==> src/rtl/csr_counters_pkg.sv <==
// Shared types and constants for the machine performance counters.
package csr_counters_pkg;

  typedef logic [63:0] CounterT;

  // CSR addresses of the counters and their inhibit register.
  localparam logic [11:0] MCYCLE        = 12'hB00;
  localparam logic [11:0] MINSTRET      = 12'hB02;
  localparam logic [11:0] MCYCLEH       = 12'hB80;
  localparam logic [11:0] MINSTRETH     = 12'hB82;
  localparam logic [11:0] MCOUNTINHIBIT = 12'h320;

  // Bit positions within mcountinhibit.
  localparam int unsigned CY = 0;
  localparam int unsigned IR = 2;

endpackage

==> src/rtl/csr_counter_unit.sv <==
// One 64-bit performance counter split into two CSR halves. Software writes
// to either half take priority over the increment; the next value is exported
// combinationally so the CSR instances update on the same edge as the counter.
module csr_counter_unit #(
  parameter int unsigned CounterWidth = 64
) (
  input  logic                      clk,
  input  logic                      reset,
  input  logic                      tick,
  input  logic                      inhibit,
  input  logic                      wr_lo,
  input  logic                      wr_hi,
  input  logic [CounterWidth/2-1:0] wr_data,
  output logic [CounterWidth/2-1:0] ext_data_lo,
  output logic [CounterWidth/2-1:0] ext_data_hi,
  output logic                      ext_we_lo,
  output logic                      ext_we_hi,
  output logic [CounterWidth-1:0]   value,
  output logic                      wrap
);

  localparam int unsigned HalfWidth = CounterWidth / 2;

  logic [CounterWidth-1:0] cnt_q, cnt_d;
  logic                    wrap_q, wrap_d;
  logic                    inc;
  logic                    lo_full;

  assign lo_full = &cnt_q[HalfWidth-1:0];

  // Next-state selection: writes beat the increment, increment beats hold.
  always_comb begin
    cnt_d  = cnt_q;
    inc    = 1'b0;
    wrap_d = 1'b0;
    if (wr_lo && wr_hi) begin
      cnt_d = {wr_data, wr_data};
    end else if (wr_lo) begin
      cnt_d = {cnt_q[CounterWidth-1:HalfWidth], wr_data};
    end else if (wr_hi) begin
      cnt_d = {wr_data, cnt_q[HalfWidth-1:0]};
    end else if (tick && !inhibit) begin
      inc    = 1'b1;
      cnt_d  = cnt_q + 1'b1;
      wrap_d = &cnt_q;
    end
  end

  // Export to the CSR instances; held quiet while reset is asserted.
  always_comb begin
    ext_data_lo = '0;
    ext_data_hi = '0;
    ext_we_lo   = 1'b0;
    ext_we_hi   = 1'b0;
    if (!reset) begin
      ext_data_lo = cnt_d[HalfWidth-1:0];
      ext_data_hi = cnt_d[CounterWidth-1:HalfWidth];
      ext_we_lo   = wr_lo | inc;
      ext_we_hi   = wr_hi | (inc & lo_full);
    end
  end

  // Counter and wrap-pulse state.
  always_ff @(posedge clk or posedge reset) begin
    if (reset) begin
      cnt_q  <= '0;
      wrap_q <= 1'b0;
    end else begin
      cnt_q  <= cnt_d;
      wrap_q <= wrap_d;
    end
  end

  assign value = cnt_q;
  assign wrap  = wrap_q;

endmodule

==> src/rtl/csr_counters.sv <==
// mcycle/minstret counter pair driving the external write paths of their
// CSR register instances. mcycle ticks every cycle, minstret on retire.
module csr_counters
  import csr_counters_pkg::*;
#(
  parameter int unsigned CounterWidth = 64,
  localparam int unsigned HalfWidth = CounterWidth / 2
) (
  input  logic                    clk,
  input  logic                    reset,
  input  logic                    retire,
  input  logic                    inhibit_cy,
  input  logic                    inhibit_ir,
  input  logic                    cy_wr_lo,
  input  logic                    cy_wr_hi,
  input  logic [HalfWidth-1:0]    cy_wr_data,
  input  logic                    ir_wr_lo,
  input  logic                    ir_wr_hi,
  input  logic [HalfWidth-1:0]    ir_wr_data,
  output logic [HalfWidth-1:0]    cy_ext_data_lo,
  output logic [HalfWidth-1:0]    cy_ext_data_hi,
  output logic                    cy_ext_we_lo,
  output logic                    cy_ext_we_hi,
  output logic [HalfWidth-1:0]    ir_ext_data_lo,
  output logic [HalfWidth-1:0]    ir_ext_data_hi,
  output logic                    ir_ext_we_lo,
  output logic                    ir_ext_we_hi,
  output logic [CounterWidth-1:0] cy_value,
  output logic [CounterWidth-1:0] ir_value,
  output logic                    cy_wrap,
  output logic                    ir_wrap
);

  csr_counter_unit #(
    .CounterWidth(CounterWidth)
  ) u_cycle (
    .clk        (clk),
    .reset      (reset),
    .tick       (1'b1),
    .inhibit    (inhibit_cy),
    .wr_lo      (cy_wr_lo),
    .wr_hi      (cy_wr_hi),
    .wr_data    (cy_wr_data),
    .ext_data_lo(cy_ext_data_lo),
    .ext_data_hi(cy_ext_data_hi),
    .ext_we_lo  (cy_ext_we_lo),
    .ext_we_hi  (cy_ext_we_hi),
    .value      (cy_value),
    .wrap       (cy_wrap)
  );

  csr_counter_unit #(
    .CounterWidth(CounterWidth)
  ) u_instret (
    .clk        (clk),
    .reset      (reset),
    .tick       (retire),
    .inhibit    (inhibit_ir),
    .wr_lo      (ir_wr_lo),
    .wr_hi      (ir_wr_hi),
    .wr_data    (ir_wr_data),
    .ext_data_lo(ir_ext_data_lo),
    .ext_data_hi(ir_ext_data_hi),
    .ext_we_lo  (ir_ext_we_lo),
    .ext_we_hi  (ir_ext_we_hi),
    .value      (ir_value),
    .wrap       (ir_wrap)
  );

endmodule

==> config.mk <==
export PLATFORM = sky130hd
export DESIGN_NAME = csr_counters
export DESIGN_NICKNAME = d
export VERILOG_FILES = /design/src/rtl/csr_counters_pkg.sv /design/src/rtl/csr_counter_unit.sv /design/src/rtl/csr_counters.sv
export SDC_FILE = /design/constraint.sdc
export NUM_CORES = 1
export LEC_CHECK = 0
export CAP_MARGIN = 20
export CORE_MARGIN = 5
export CORE_UTILIZATION = 47
export DETAILED_ROUTE_END_ITERATION = 12
export GPL_TIMING_DRIVEN = 0
export PLACE_DENSITY = 0.82
export SLEW_MARGIN = 5
export SYNTH_ARGS = -nofsm -noshare
export SYNTH_HDL_FRONTEND = slang
export SYNTH_SLANG_ARGS = --single-unit
export TNS_END_PERCENT = 1
==> constraint.sdc <==
create_clock -name clk -period 8.3 [get_ports clk]
set_input_delay 0.83 -clock clk [delete_from_list [all_inputs] [get_ports clk]]
set_output_delay 0.83 -clock clk [all_outputs]
set_load 0.01 [all_outputs]
Word level (Yosys, flattened, before mapping)
Cells that the tools add are included.
- RAM bits: 0
- logic and storage cells: 52
- bits in latches: 0
- bits in registers: 130
- memory bits (read-only): 0
- output and inout port bits: 262
- memories: 0
- shift operators: 0
- $add $sub $neg: 2
- reduce and logical (&&, ||, !) cells: 8
- $mul: 0
- order comparisons: 0
- eq/ne operators: 0
- muxes and demuxes: 32
- divide/modulo/power cells: 0
- bitwise gates (word level): 6
- operators by type and width (kind ; count):
    $mux W64 ; 8
    $add A64 B1 Y64 const B ; 2
    $mux W32 ; 4
    $reduce_and A64 Y1 ; 2
    $reduce_and A32 Y1 ; 2
    $mux W1 ; 20
    $or A1 B1 Y1 ; 4
    $logic_and A1 B1 Y1 ; 3
    $and A1 B1 Y1 ; 2
    $logic_not A1 Y1 ; 1

Logic depth before layout (Yosys ltp)
Gate-level depths: netlist (run 1).
- depth in word-level cells: 9
- gate-level depth with buffers: 7
- mapped depth without buffers: 6

By module
A second synthesis (run 1) with hierarchy kept.
- cell total of the unflattened synthesis: 1251
- area total of the unflattened synthesis: 9710.6 um2
- modules (own cells, without submodules) (module ; seq. area each (um2) ; area each (um2) ; cells each ; times used):
    csr_counter_unit ; 1626.6 ; 4853.4 ; 625 ; 2
    csr_counters ; 0.0 ; 3.8 ; 1 ; 1

Worst setup path after synthesis (run 1)
Ideal clock, no wire load.
- path type: input port to output port
- from: input port reset
- to: output port ir_ext_data_hi[15]
- path slack: 1.753 ns
- buffers on the path: 2
- required time: 7.470 ns
- stages: 4
- arrival: 5.717 ns
- path through: clkbuf_1 > inv_1 > clkbuf_1 > o311a_1
- longest elaborated chain between the ends: 1
- ends and longest elaborated chain (what ; RTL line ; RTL):
    from (decl) ; csr_counters.sv:10 ; input logic reset,
    $mux W32 ; csr_counter_unit.sv:55 ; if (!reset) begin
    to (decl) ; csr_counters.sv:25 ; output logic [HalfWidth-1:0] ir_ext_data_hi,
No other way between the ends.

Worst setup path after layout (run 1)
- from: input port ir_wr_hi
- to: output port ir_ext_data_lo[13]
- longest elaborated chain between the ends: 4
- elaborated cells on any way between the ends: 5
- those cells by class: mux (4); reduce/logical (1)
- ends and longest elaborated chain (what ; RTL line ; RTL):
    from (decl) ; csr_counters.sv:18 ; input logic ir_wr_hi,
    $mux W64 ; csr_counter_unit.sv:40 ; end else if (wr_hi) begin
    $mux W64 ; csr_counter_unit.sv:38 ; end else if (wr_lo) begin
    $mux W64 * ; csr_counter_unit.sv:36 ; if (wr_lo && wr_hi) begin
    $mux W32 * ; csr_counter_unit.sv:55 ;
    to (decl) ; csr_counters.sv:24 ; output logic [HalfWidth-1:0] ir_ext_data_lo,
Every way passes the cells marked *; elsewhere a longest branch is shown, timed or not.

==> flow_summary.yaml, run 1 <==
logic_synthesis:
  yosysSeqAreaShare_pct: 33.2
  synth_compound_area_share_pct: 17.7
  avgSynthCellArea_sq_um: 7.84
  synth_mux_area_share_pct: 1.81
  synth-edff-count: 0
  synth.cell_area_sq_um: 9810
  yosysWarnings: 0
  synthXorXnorAreaFrac_pct: 6.78
  synth_top_family_by_area: "simple AND/OR/NAND/NOR gates"
  synth_flop_cell: "dfrtp_1"
  ys_seq_elements: 130
  syn-num-nets: 1326
  synth-async-reset-ratio_pct: 100
  syn_inst: 1251
  ys_types: 60
  synthSimpleGateAreaFrac_pct: 36.4
  synthAdderAreaFrac_pct: 0.255
sta:
  fin_crit_sh_pct: 64.6
  tightest_slew_ps: 1180
  finalSetupTns_ps: 0
  finClkSkew_ps: 8.13
  slew_violations: 0
  period_minus_slack_ps: 5360
  hold_violations: 0
  fmax_mhz: 186
  rsz0062_at_grt: "no"
  slew_headroom_pct: 20.3
  setup_viol: 0
  holdWs_ps: 628
worst_setup_path:
  reg2reg_to: "u_cycle.value[59]"
  reg2reg_from: "u_cycle.value[2]"
  cp.arrival_ps: 4530
  cp.required_ps: 7470
  cpMostUsedCell: "clkdlybuf4s50_1"
  cp.buffers_inverters: 2
  critPathSlowestCell: "nor3b_1"
  cp_cell_sequence: "clkdlybuf4s50_1, nor3b_1, nand3_1, nor3_1, xnor2_1, a211oi_1, clkdlybuf4s50_1"
  crit_family: "simple AND/OR/NAND/NOR gates"
  start_kind: "input port"
  critPathMaxFanout: 9
  worstSetupPathType: "input port to output port"
  max_stage_delay_ps: 910
  reg2reg_depth: 5
  rrSetupSlack_ps: 5010
  endpoint_kind: "output port"
place:
  numPortBuffers: 330
  post-place-cells: 1853
  place_congestion: 1.03
  dp_hpwl_mm: 40.4
clock_network:
  clk_latency_ps: 440
  cts_made_buffers: 17
  clkTransAtPathRegs_ps: 70
  cts_tree: "done"
  cts-resized-gates: 0
  cts_sinks: 130
  cts_setup_buffers: 0
  htree_levels: 4
  cts-root-buf: "clkbuf_16"
  ctsHoldBuffers: 0
  max-clock-path-buffers: 2
floorplanning:
  dieArea_sq_um: 23900
  pin_count: 335
  start_util_pct: 48.2
  core-area_sq_um: 20400
  die_width_um: 154
  std_cell_rows: 52
  dieHeight_um: 154
hold_path:
  whs_endpoint: "u_instret.value[58]"
  min_delay_path_depth: 2
  hold_path.class: "flop to flop"
  min_from: "u_instret.value[58]"
job:
  drv_cap: 0
status:
  status: "finished clean"
routing:
  viasPerCell: 6.79
  drc: 0
  drtPass1Iterations: 8
  ant_nets: 0
  vias: 12808
  wl_mm: 51.5
  wl_per_cell_um: 27.3
  drtIter0Drc: 1960
pwr:
  fin_total_pwr_mw: 2.40
  power_density_nw_per_um2: 169
  vdd_ir_drop_max_mv: 0.148
  p_switching_mw: 0.818
  power.share.clock_pct: 37.1
  p_comb_share_pct: 29.0
  pwr-share-seq_pct: 33.9
  p_leak_nw: 4.98
  swShare_pct: 34.0
  p_int_mw: 1.59
global_route:
  grt_max_degree: 57
  grt_pass1_vias: 12157
  antenna_found_initial: 0
  grt_pass1_wl_mm: 76.1
  grt-ovfl-total: 0
  grt_usage_pct: 41.3
final_layout:
  drive_above_1_share_pct: 3.41
  area_growth_pct: 44.5
  fin_cells: 1885
  fill_cells: 1738
  layout.nets: 1677
  diodes: 0
  most-common-layout-cells: "clkdlybuf4s50_1, dfrtp_1, nor2_1, nand2_1, nand3_1"
  final_common_cell: "clkdlybuf4s50_1"
## power groups by stage
stage	sequential (mW)	clock (mW)	combinational (mW)
2_1_floorplan	0.806	0	0.280
3_3_place_gp	0.815	0	0.673
3_5_place_dp	0.815	0	0.680
4_1_cts	0.806	0.883	0.685
5_1_grt	0.818	0.909	0.734
6_report	0.814	0.893	0.697
## sequential cells by signal, summed over array words and instances, names as in the netlist
register and cells:
u_cycle.value 64, u_instret.value 64, u_cycle.wrap 1, u_instret.wrap 1
## synthesized netlist by cell type (5+ instances only)
cell      number  area (sq um)
clkbuf_1      72           270
nand4_1       71           444
a311oi_1       9          78.8
a31oi_1       29           181
a22oi_1        9          67.6
o21a_1         9          67.6
xor2_1        31           272
nor3_1        47           235
o21ai_0       35           175
or3_1         17           106
o31ai_1        6          45.0
nor4_1        50           313
nor2_1       120           450
dfrtp_1      130          3250
and2_1        38           238
nand4b_1       8          70.1
and4_1        25           219
inv_1         18          67.6
a211oi_1      55           413
and3_1        18           113
mux2_2         6          67.6
or4_1         29           218
a21oi_1       79           395
nor2b_1       14          87.6
o31a_1         5          43.8
xnor2_1       45           394
nand2_1      108           405
nand3_1       85           425
o211ai_1       8          60.1
mux2i_1       11           110
## worst register-to-register path: cells and delay by family, from the launching register on
kind             cells  cell delay [ps]
AND/OR/NAND/NOR      4             1860
flip-flops           1              540
AO/OA/AOI/OAI        1              740
## worst max-delay path by stage
stage | slack (ps) | cells after the start | end | startpoint
finish | 2940 | 7 | ir_ext_data_lo[13] | ir_wr_hi
global route | 2920 | 7 | ir_ext_data_lo[13] | ir_wr_hi
CTS | 3070 | 7 | ir_ext_data_lo[13] | ir_wr_hi
detailed placement | 3110 | 7 | ir_ext_data_lo[13] | ir_wr_hi
global placement | -1100 | 5 | ir_ext_data_hi[15] | reset
floorplan | 1750 | 4 | ir_ext_data_hi[15] | reset
## final cells by class
| cell class | count | area, sq um | area share, % |
|---|---|---|---|
| Buffer | 79 | 304 | 2.14 |
| Clock buffer | 21 | 480 | 3.39 |
| Clock inverter | 11 | 198 | 1.39 |
| Inverter | 20 | 75.1 | 0.529 |
| Multi-Input combinational cell | 1022 | 6180 | 43.6 |
| Sequential cell | 130 | 3250 | 22.9 |
| Tap cell | 270 | 338 | 2.38 |
| Timing Repair Buffer | 332 | 3350 | 23.6 |
## per-stage QoR
step           setup WS (ps)  utilization [%]  cell area [sq um]
2_1_floorplan           1750                -               9810
3_3_place_gp           -1100             66.1              13500
3_5_place_dp            3110             66.3              13500
4_1_cts                 3070             69.6              14200
5_1_grt                 2920             69.6              14200
6_report                2940             69.6              14200
## cells by family (layout without fill, tap and decap cells)
logic type / count (synthesis) / count (layout)
buf+inv: 99 / 463
xor+xnor: 76 / 76
flops: 130 / 130
fa+ha+maj: 2 / 2
compound gates: 268 / 268
mux: 17 / 17
simple gates: 659 / 659
## metal layers
| layer | routed length [um] | GRT usage [%] |
|---|---|---|
| met3 | 7480 | 11.1 |
| met4 | 2490 | 15.7 |
| met2 | 22600 | 64.3 |
| met1 | 18900 | 55.1 |
| met5 | 0 | 0 |
Power figures use the tool's default switching activity.
==> run 2, diff against run 1 <==
==> constraint.sdc (replaced) <==
create_clock -name clk -period 5.51 [get_ports clk]
set_input_delay 0.551 -clock clk [delete_from_list [all_inputs] [get_ports clk]]
set_output_delay 0.551 -clock clk [all_outputs]
set_load 0.01 [all_outputs]
==> run 2 against run 1 <==
Net effect: total power is 44% higher; via count increased by 0.49%; global-route usage increased by 0.58 points; final cell count is essentially flat; critical endpoint is now cy_ext_data_hi[3]; critical path type is now flop to output port.
==> flow_summary.yaml, run 2 (synthesis gave the netlist of run 1 again) <==
routing:
  vias: 12871
  drtIter0Drc: 1768
  ant_nets: 0
  wl_per_cell_um: 27.5
  drtPass1Iterations: 7
  wl_mm: 51.8
  drc: 0
  viasPerCell: 6.83
global_route:
  use_met1_pct: 52.9
  antenna_found_initial: 1
  grt-ovfl-total: 0
  gr-usage-met3_pct: 11.6
  grt_usage_pct: 41.8
  grt_pass1_vias: 12387
  use_met2_pct: 66.4
  grt_max_degree: 89
  top_usage_layer: "met2"
  grt_pass1_wl_mm: 77.0
sta:
  hold_violations: 0
  slew_violations: 0
  period_minus_slack_ps: 4990
  finClkSkew_ps: 12.8
  fin_crit_sh_pct: 90.5
  slew_headroom_pct: 14.3
  finalSetupTns_ps: 0
  setup_viol: 0
  tightest_slew_ps: 1280
  fmax_mhz: 200
  rsz0062_at_grt: "no"
worst_setup_path:
  critPathMaxFanout: 8
  cp.required_ps: 4960
  worstSetupStartpoint: "u_cycle.value[2]"
  reg2reg_from: "u_instret.value[5]"
  cp.arrival_ps: 4440
  endpoint_kind: "output port"
  worstSetupPathType: "flop to output port"
  start_kind: "flop"
final_layout:
  most-common-layout-cells: "clkdlybuf4s50_1, dfrtp_1, nor2_1, nand2_1, nand3_1"
  final_core_util_pct: 69.2
  drive_above_1_share_pct: 3.28
  fill_cells: 1758
  final_common_cell: "clkdlybuf4s50_1"
  final_area_sq_um: 14100
  diodes: 0
  layout.nets: 1676
  area_growth_pct: 43.6
clock_network:
  cts-resized-gates: 0
  ctsHoldBuffers: 0
  clkTransAtPathRegs_ps: 60
  max-clock-path-buffers: 2
  cts_setup_buffers: 0
  cts_made_buffers: 17
  cts_sinks: 130
  htree_levels: 4
  cts_tree: "done"
  clk_latency_ps: 430
  cts-root-buf: "clkbuf_16"
pwr:
  power_density_nw_per_um2: 246
  vdd_ir_drop_max_mv: 0.226
  p_leak_nw: 4.94
floorplanning:
  dieHeight_um: 154
  start_util_pct: 48.2
  core-area_sq_um: 20400
  die_width_um: 154
  pin_count: 335
  dieArea_sq_um: 23900
  std_cell_rows: 52
place:
  place_congestion: 1.02
  place_area_sq_um: 13500
  dp_hpwl_mm: 40.4
  numPortBuffers: 330
hold_path:
  hold_path.class: "input port to asynchronous set/reset pin"
job:
  drv_cap: 0
status:
  status: "finished clean"
[run 2: cell count changes in the layout (fill, tap and decap cells not counted), sizes merged]
cell      delta
clkinv       +6
bufinv       -3
clkbuf       -2
buf          -1
clkinvlp     -1
[run 2: worst max-delay path: stages, from the launching register on]
cell,delay [ps]
dfrtp_1,550
nand3_1,380
nor4_1,890
nand3_1,600
or4_1,660
a31oi_1,310
clkdlybuf4s50_1,620
[run 2: per-layer routing]
metal  routed length (um)  up-vias
met2                23000     1140
li1                     -     5482
met1                18500     6015
met4                 3130        0
met3                 7210      234
met5                    0        -
[run 2: path summary, 6_finish.rpt]
path	to	slack [ps]	cells after the start
setup / recovery	cy_ext_data_hi[3]	520	6
setup reg to reg	u_instret.value[57]	2170	6
min in group clk	u_cycle.wrap	630	1
hold / removal	u_cycle.value[2]	530	3
max in group asynchronous	u_instret.value[47]	4150	4
hold reg to reg	u_cycle.wrap	630	1
[run 2: cell type report]
class                   instances  area, sq um  share of cell area [%]
plain buffers                  79          310                    2.20
clock buffers                  19          443                    3.14
clock inverters                13          153                    1.08
inverters                      20         75.1                   0.533
multi-input cells            1022         6180                    43.9
flip-flops and latches        130         3250                    23.1
well taps                     270          338                    2.40
repair buffers                331         3330                    23.6
[run 2: power by group]
group	switching [mW]	internal, mW	total (mW)
logic	0.564	0.489	1.05
clock network	0.499	0.686	1.18
registers	0.180	1.04	1.22
total	1.24	2.22	3.46
[run 2: per-stage QoR]
stage / instances / power (mW) / worst slack [ps] / hold slack, ps
after global placement: 1851 / 2.24 / 169 / 606
after CTS: 1884 / 3.43 / 684 / 544
after detailed placement: 1852 / 2.25 / 991 / 613
final: 1884 / 3.46 / 522 / 527
after global routing: 1884 / 3.56 / 544 / 635
after floorplan: 1251 / 1.63 / 1790 / 603
